===== src/rtl/mem_access_ctrl.sv =====
// Load/store sequencer for an RV32I core: issues one data-memory access per
// LOAD/STORE, stalls the core while it runs, and flags misaligned or stuck accesses.
module mem_access_ctrl #(
  parameter int MAX_WAIT = 15,
  parameter int WAIT_W   = $clog2(MAX_WAIT + 1)
) (
  input  logic       clock,
  input  logic       nreset,
  input  logic       instr_valid,
  input  logic [6:0] opcode,
  input  logic [2:0] funct3,
  input  logic [1:0] addr_lsb,
  output logic       mem_req,
  output logic       mem_we,
  output logic [3:0] mem_be,
  input  logic       mem_gnt,
  input  logic       mem_rvalid,
  output logic       pc_en,
  output logic       ld_wen,
  output logic       stall,
  output logic       busy,
  output logic       misalign,
  output logic       timeout
);

  localparam logic [6:0] OP_LOAD  = 7'b0000011;
  localparam logic [6:0] OP_STORE = 7'b0100011;
  localparam logic [WAIT_W-1:0] CNT_LAST = WAIT_W'(MAX_WAIT - 1);

  typedef enum logic [1:0] {S_IDLE, S_REQ, S_WAIT, S_WB} state_t;

  state_t            state, state_n;
  logic [WAIT_W-1:0] cnt;
  logic              we_q;
  logic [3:0]        be_q;

  logic       is_mem, is_store, bad_access;
  logic [3:0] be_dec;
  logic       start, req_c, pc_c, ld_c, stall_c, mis_c, to_c, at_limit;

  // The unsigned bit only matters to the load-data extender, not to sequencing.
  logic unused_funct3;
  assign unused_funct3 = funct3[2];

  assign is_store = (opcode == OP_STORE);
  assign is_mem   = (opcode == OP_LOAD) || is_store;
  assign at_limit = (cnt == CNT_LAST);

  always_comb begin
    be_dec     = 4'b0000;
    bad_access = 1'b0;
    case (funct3[1:0])
      2'b00: be_dec = 4'b0001 << addr_lsb;
      2'b01: begin
        be_dec     = 4'b0011 << addr_lsb;
        bad_access = addr_lsb[0];
      end
      2'b10: begin
        be_dec     = 4'b1111;
        bad_access = (addr_lsb != 2'b00);
      end
      default: bad_access = 1'b1;
    endcase
  end

  always_ff @(posedge clock or negedge nreset) begin
    if (!nreset) begin
      state <= S_IDLE;
      cnt   <= '0;
      we_q  <= 1'b0;
      be_q  <= 4'b0000;
    end else begin
      state <= state_n;
      // Counter restarts on every state change so REQ and WAIT each get a full budget.
      if (state_n != state)
        cnt <= '0;
      else if (state == S_REQ || state == S_WAIT)
        cnt <= cnt + WAIT_W'(1);
      if (start) begin
        we_q <= is_store;
        be_q <= be_dec;
      end
    end
  end

  always_comb begin
    state_n = state;
    start   = 1'b0;
    req_c   = 1'b0;
    pc_c    = 1'b0;
    ld_c    = 1'b0;
    stall_c = 1'b0;
    mis_c   = 1'b0;
    to_c    = 1'b0;
    case (state)
      S_IDLE: begin
        if (instr_valid) begin
          if (!is_mem) begin
            pc_c = 1'b1;
          end else if (bad_access) begin
            mis_c = 1'b1;
            pc_c  = 1'b1;
          end else begin
            stall_c = 1'b1;
            start   = 1'b1;
            state_n = S_REQ;
          end
        end
      end
      S_REQ: begin
        req_c   = 1'b1;
        stall_c = 1'b1;
        // A grant on the last allowed cycle still counts as progress.
        if (mem_gnt) begin
          if (we_q) begin
            pc_c    = 1'b1;
            state_n = S_IDLE;
          end else begin
            state_n = S_WAIT;
          end
        end else if (at_limit) begin
          to_c    = 1'b1;
          pc_c    = 1'b1;
          state_n = S_IDLE;
        end
      end
      S_WAIT: begin
        stall_c = 1'b1;
        if (mem_rvalid) begin
          state_n = S_WB;
        end else if (at_limit) begin
          to_c    = 1'b1;
          pc_c    = 1'b1;
          state_n = S_IDLE;
        end
      end
      S_WB: begin
        ld_c    = 1'b1;
        pc_c    = 1'b1;
        state_n = S_IDLE;
      end
      default: state_n = S_IDLE;
    endcase
  end

  // Reset forces every output low immediately, including the combinational ones.
  assign mem_req  = nreset & req_c;
  assign mem_we   = nreset & req_c & we_q;
  assign mem_be   = {4{nreset & req_c}} & be_q;
  assign pc_en    = nreset & pc_c;
  assign ld_wen   = nreset & ld_c;
  assign stall    = nreset & stall_c;
  assign busy     = nreset & (state != S_IDLE);
  assign misalign = nreset & mis_c;
  assign timeout  = nreset & to_c;

endmodule


===== config.mk =====
export PLATFORM = sky130hd
export DESIGN_NAME = mem_access_ctrl
export DESIGN_NICKNAME = d
export VERILOG_FILES = /design/src/rtl/mem_access_ctrl.sv
export SDC_FILE = /design/constraint.sdc
export NUM_CORES = 1
export LEC_CHECK = 0
export ABC_AREA = 1
export BUFFER_PORTS_ARGS = -buffer_cell sky130_fd_sc_hd__buf_2
export CAP_MARGIN = 40
export CORE_ASPECT_RATIO = 1.4
export CORE_MARGIN = 8
export CORE_UTILIZATION = 50
export DETAILED_ROUTE_END_ITERATION = 12
export PLACE_DENSITY = 0.78
export REMOVE_ABC_BUFFERS = 1
export SLEW_MARGIN = 20
export SYNTH_ARGS = -nofsm -noshare
export SYNTH_HDL_FRONTEND = slang
export SYNTH_SLANG_ARGS = --single-unit
export TNS_END_PERCENT = 20

===== constraint.sdc =====
create_clock -name clock -period 1.6 [get_ports clock]
set_input_delay 0.08 -clock clock [delete_from_list [all_inputs] [get_ports clock]]
set_output_delay 0.08 -clock clock [all_outputs]
set_load 0.1 [all_outputs]

==> reports/metrics.cfg, run 1 <==
[layout]
drive_above_1_share = 0.418
stdcell_area_um2 = 1550
area_growth_pct = 67.6
fin_cells = 204
antenna_cells = 0
finish.utilization = 0.880
fill_cells = 85
num-nets-final = 209

[synthesis]
synthesis.area_um2 = 922
synth_area_per_cell_um2 = 6.88
ys_ff_latch = 11
synth_cells = 134
ys_types = 23
ys_warn_count = 0
synth_seq_area_share = 0.299

[power]
power_leakage_uw = 0.000806
irDropWorstVdd_v = 0.00133
power_frac_seq = 0.148
cellInternalPower_uw = 1200
p_switching_uw = 1350
swShare = 0.529
power_frac_comb = 0.777
p_per_area_nw_per_um2 = 1650
p_clk_frac = 0.075

[clock_network]
clock-sinks = 11
htree_levels = 1
cts.path.max_buffers = 2
insertion_delay_ns = 0.28
clockRootBuffer = clkbuf_4
cts_tree = yes
clkSlewWorstSetupHoldPaths_ns = 0.07
cts_buffers = 3

[place]
placedCellCount = 192
place_congestion = 0.812
dp.final_hpwl_um = 2130
place_area_um2 = 1330
io_buffer_count = 27

[timing]
whs_ns = 0.0143
finalMaxSlewViolations = 0
max_slew_margin = 0.656
fin_skew_ns = 0.00106
setup-tns-final_ns = -1.09
fmax_mhz = 569
tightest_slew_ns = 0.514
setup_violations = 9
period_minus_slack_ns = 1.76
setup_slack_ns = -0.159
hold_viol = 0
fin_crit_sh = 1.10
rsz0062_at_grt = true

[die]
dieArea_um2 = 3490
boundaryPins = 29
initial_core_util = 0.525
core_region_area_um2 = 1760
die_y_um = 66.8
dieWidth_um = 52.3
rows = 18

[grt]
antenna_found_initial = 0
grt_usage = 0.176
first_global_vias = 1100
grt_max_degree = 12
grt_overflow = 0
grt_pass1_wl_um = 4650

[worst_setup_path]
required_ns = 1.52
crit_path_max_fanout = 4
critPathArrivalTime_ns = 1.68
setup.worst_path.end_class = output port
critPathKind = flip-flop to output port
critPathLaunchType = flip-flop

[detailed_routing]
vias = 1142
drt-total-wl_um = 3390
viasPerCell = 5.60
drt_first_pass_iters = 4
drc_errors = 0
avgRoutedWirePerCell_um = 16.6
routed.top_layer = met4
met2_length_um = 1860
routed-wl-met3_um = 154
antenna_left = 0
drt_iter0_markers = 50
wirelength_met1_um = 1200

[outcome]
violations = negative setup slack
outcome = finished with violations

[worst_hold_path]
hold_class = primary input to flip-flop

[flow_run]
maxCapViolations = 0

-- kinds of logic (layout without fill, tap and decap cells) --
kind of cell    after synthesis  after routing  share of synthesized area
compound gates               18             18                      0.113
simple gates                 66             66                      0.347
fa+ha+maj                     7              7                     0.0950
xor+xnor                      3              3                     0.0285
flops                        11             11                      0.299
buf+inv                      29             79                      0.118
-- power groups by stage --
| stage | sequential [µW] | combinational [µW] | clock (µW) |
|---|---|---|---|
| floorplan | 395 | 978 | 0 |
| global placement | 369 | 1540 | 0 |
| detailed placement | 372 | 1600 | 0 |
| CTS | 370 | 1760 | 207 |
| global route | 380 | 2090 | 214 |
| finish | 379 | 1980 | 192 |
-- critical path: stages, from the launching register on --
cell      delay [ns]
dfrtp_1         0.37
inv_2           0.07
buf_6           0.12
ha_4            0.17
a22oi_2         0.22
nand3b_1        0.11
nand2_1         0.10
nand2_2         0.07
buf_12          0.17
-- state kept, by name, summed over array words and instances (netlist names) --
register,count
cnt,4
be_q,4
we_q,1
state,2
-- final cells by class --
| cell class | count | area (µm²) | area share |
|---|---|---|---|
| flip-flops and latches | 11 | 275 | 0.178 |
| repair buffers | 46 | 463 | 0.300 |
| inverters | 29 | 116 | 0.0753 |
| well taps | 20 | 25.0 | 0.0162 |
| clock buffers | 4 | 26.3 | 0.0170 |
| multi-input cells | 94 | 639 | 0.414 |
-- routing by layer --
metal / up-vias / GRT usage
li1: 517 / -
met1: 556 / 0.165
met2: 51 / 0.311
met3: 18 / 0.0267
met4: 0 / 0.159
met5: - / 0
-- worst paths after layout --
check	start	to	slack (ns)	cells past startpoint
min in group asynchronous	nreset	be_q[0]$_DFFE_PN0P_	0.51	3
max in group asynchronous	nreset	cnt[3]$_DFFE_PN0P_	0.75	3
max	state[0]$_DFF_PN0_	pc_en	-0.16	8
min	opcode[5]	we_q$_DFFE_PN0P_	0.01	3
min reg2reg	be_q[3]$_DFFE_PN0P_	be_q[3]$_DFFE_PN0P_	0.49	2
max reg2reg	state[1]$_DFF_PN0_	cnt[0]$_DFFE_PN0P_	-0.15	12
-- Yosys cell counts (all sizes together) --
cell	count	area [µm²]
a211oi	2	15.0
a21boi	2	15.0
a21oi	4	20.0
a22oi	1	7.51
a31oi	1	6.26
dfrtp	11	275
ha	7	87.6
inv	29	109
nand2	32	123
nand3	7	45.0
nand3b	1	7.51
nand4	4	40.0
nor2	20	91.3
nor3	1	5.00
o21ai	8	40.0
or2	1	8.76
xnor2	2	17.5
xor2	1	8.76
-- layout by cell type (no fill, tap or decap), types with 4 or more instances in the layout --
cell type | Yosys | layout
nand2_2 | 1 | 6
nand2_1 | 31 | 26
buf_4 | 0 | 14
buf_6 | 0 | 4
o21ai_0 | 8 | 4
a21oi_1 | 4 | 4
buf_2 | 0 | 15
inv_1 | 27 | 24
buf_12 | 0 | 11
dfrtp_1 | 11 | 11
clkbuf_4 | 0 | 4
nand3_1 | 5 | 4
nor2_2 | 0 | 4
inv_2 | 2 | 4
nor2_1 | 19 | 15
-- repair_timing --
item / in CTS / in global routing
hold buffers: 1 / 0
endpoints found under the setup margin: 14 / 19
pin swaps: 7 / 6
resized for setup: 18 / 20
hold endpoints to repair: 11 / 0
setup buffers: 4 / 3
-- metrics by stage --
stage,setup slack [ns],power (µW)
4_1_cts,-0.125,2330
3_5_place_dp,-0.0249,1970
3_3_place_gp,0.0717,1900
6_report,-0.159,2560
5_1_grt,-0.244,2680
2_1_floorplan,-1.74,1370
(Power assumes the default switching activity.)
==> run 2: changes to the inputs <==
==> constraint.sdc (replaced) <==
create_clock -name clock -period 1.6 [get_ports clock]
set_input_delay 0.16 -clock clock [delete_from_list [all_inputs] [get_ports clock]]
set_output_delay 0.16 -clock clock [all_outputs]
set_load 0.1 [all_outputs]
==> run 2 against run 1 <==
  * The flow still finishes with violations (negative setup slack)
  * Count of clock-buffer cells in the layout did not move
  * Sequential power up 2%
  * Sequential cell count did not move
  * Fmax down 10%
  * Largest cell class unchanged
  * Utilization rose by 1.6 points
  * Die area is the same
  * Highest routed layer unchanged
  * Largest power group unchanged
  * Critical path type unchanged
  * Register-to-register slack hardly changed
  * Non-clock buffer count unchanged
  * First-iteration DRC count down 8.0%
  * Global-route usage is essentially flat
==> reports/metrics.cfg, run 2 (synthesis results as in run 1) <==
[layout]
finish.utilization = 0.896
drive_above_1_share = 0.451
antenna_cells = 0
fill_cells = 82
final_common_cell = nand2_1
top_regs = be_q x4, cnt x4, state x2
final_cell_mix = nand2_1, inv_1, buf_4, buf_2, buf_12
num-nets-final = 209
area_growth_pct = 70.7

[die]
core_region_area_um2 = 1760
boundaryPins = 29
dieArea_um2 = 3490
dieWidth_um = 52.3
initial_core_util = 0.525
die_y_um = 66.8
rows = 18

[detailed_routing]
drt_iter0_markers = 46
drt-total-wl_um = 3560
avgRoutedWirePerCell_um = 17.4
drt_first_pass_iters = 4
viasPerCell = 5.67
antenna_left = 0
vias = 1156
drc_errors = 0

[place]
place_ws_ns = -0.124
dp.final_hpwl_um = 2080
place_congestion = 0.804
io_buffer_count = 27

[worst_hold_path]
hold_class = primary input to flip-flop

[timing]
fin_skew_ns = 0.00457
finalMaxSlewViolations = 0
fmax_mhz = 510
period_minus_slack_ns = 1.96
max_slew_margin = 0.785
setup_violations = 19
setup_slack_ns = -0.360
rsz0062_at_grt = true
tightest_slew_ns = 0.320
fin_crit_sh = 1.23
hold_viol = 0
whs_ns = 0.0999

[clock_network]
cts.path.max_buffers = 2
htree_levels = 1
clockRootBuffer = clkbuf_4
clock-sinks = 11
cts_buffers = 3
clkSlewWorstSetupHoldPaths_ns = 0.07
cts_tree = yes
insertion_delay_ns = 0.27

[worst_setup_path]
required_ns = 1.44
critPathLaunchType = flip-flop
setup.worst_path.end_class = output port
critPathKind = flip-flop to output port
crit_path_max_fanout = 6
critPathArrivalTime_ns = 1.80

[flow_run]
maxCapViolations = 0

[grt]
grt_usage = 0.176
antenna_found_initial = 0
grt_pass1_wl_um = 4780
grt_overflow = 0
first_global_vias = 1131
grt_max_degree = 12

[power]
power_uw = 2600
power_leakage_uw = 0.000807
p_per_area_nw_per_um2 = 1650
irDropWorstVdd_v = 0.00122

[outcome]
violations = negative setup slack
outcome = finished with violations

run 2: layout make-up:
type                    count  area, µm²  share of cell area
clock buffers               4       26.3              0.0167
inverters                  29        116              0.0739
multi-input cells          94        663               0.421
flip-flops and latches     11        275               0.175
well taps                  20       25.0              0.0159
repair buffers             46        468               0.297
run 2: routing by layer:
| metal | global-route usage | routed length (µm) | vias up |
|---|---|---|---|
| met4 | 0.136 | 201 | 0 |
| met1 | 0.161 | 1210 | 548 |
| li1 | - | - | 519 |
| met2 | 0.321 | 1930 | 65 |
| met3 | 0.0356 | 214 | 24 |
| met5 | 0 | 0 | - |
run 2: worst max-delay path: stages, from the launching register on:
cell	delay, ns
dfrtp_1	0.42
buf_4	0.19
ha_4	0.19
a22oi_2	0.22
nand3b_1	0.15
nand2_2	0.12
nand2_2	0.08
buf_12	0.17
run 2: path summary, 6_finish.rpt:
check | from | end | slack, ns | cells past startpoint
max | state[0]$_DFF_PN0_ | pc_en | -0.36 | 7
min | opcode[5] | we_q$_DFFE_PN0P_ | 0.1 | 3
max reg2reg | state[0]$_DFF_PN0_ | cnt[3]$_DFFE_PN0P_ | -0.14 | 11
min reg2reg | be_q[1]$_DFFE_PN0P_ | be_q[1]$_DFFE_PN0P_ | 0.50 | 2
max in group asynchronous | nreset | state[1]$_DFF_PN0_ | 0.94 | 3
min in group asynchronous | nreset | state[0]$_DFF_PN0_ | 0.51 | 3
run 2: stage by stage:
step	area [µm²]	cells	setup TNS, ns
final	1570	204	-2.25
after CTS	1510	201	-0.969
after detailed placement	1360	194	-0.506
after global routing	1570	204	-3.74
after floorplan	922	134	-9.84
after global placement	1360	194	0
run 2: power by group:
group	leakage (µW)	internal (µW)	switching [µW]
combinational	0.000649	770	1250
clock	0.0000150	96.6	94.3
sequential	0.000143	337	47.7
total	0.000807	1200	1400
run 2: timing repair:
item	in CTS	in global routing
cloned	0	0
hold buffers	1	0
pin swaps	6	9
buffers inserted	2	3
endpoints found under the setup margin	15	18
gates resized for setup	28	16
endpoints found under the hold margin	11	0
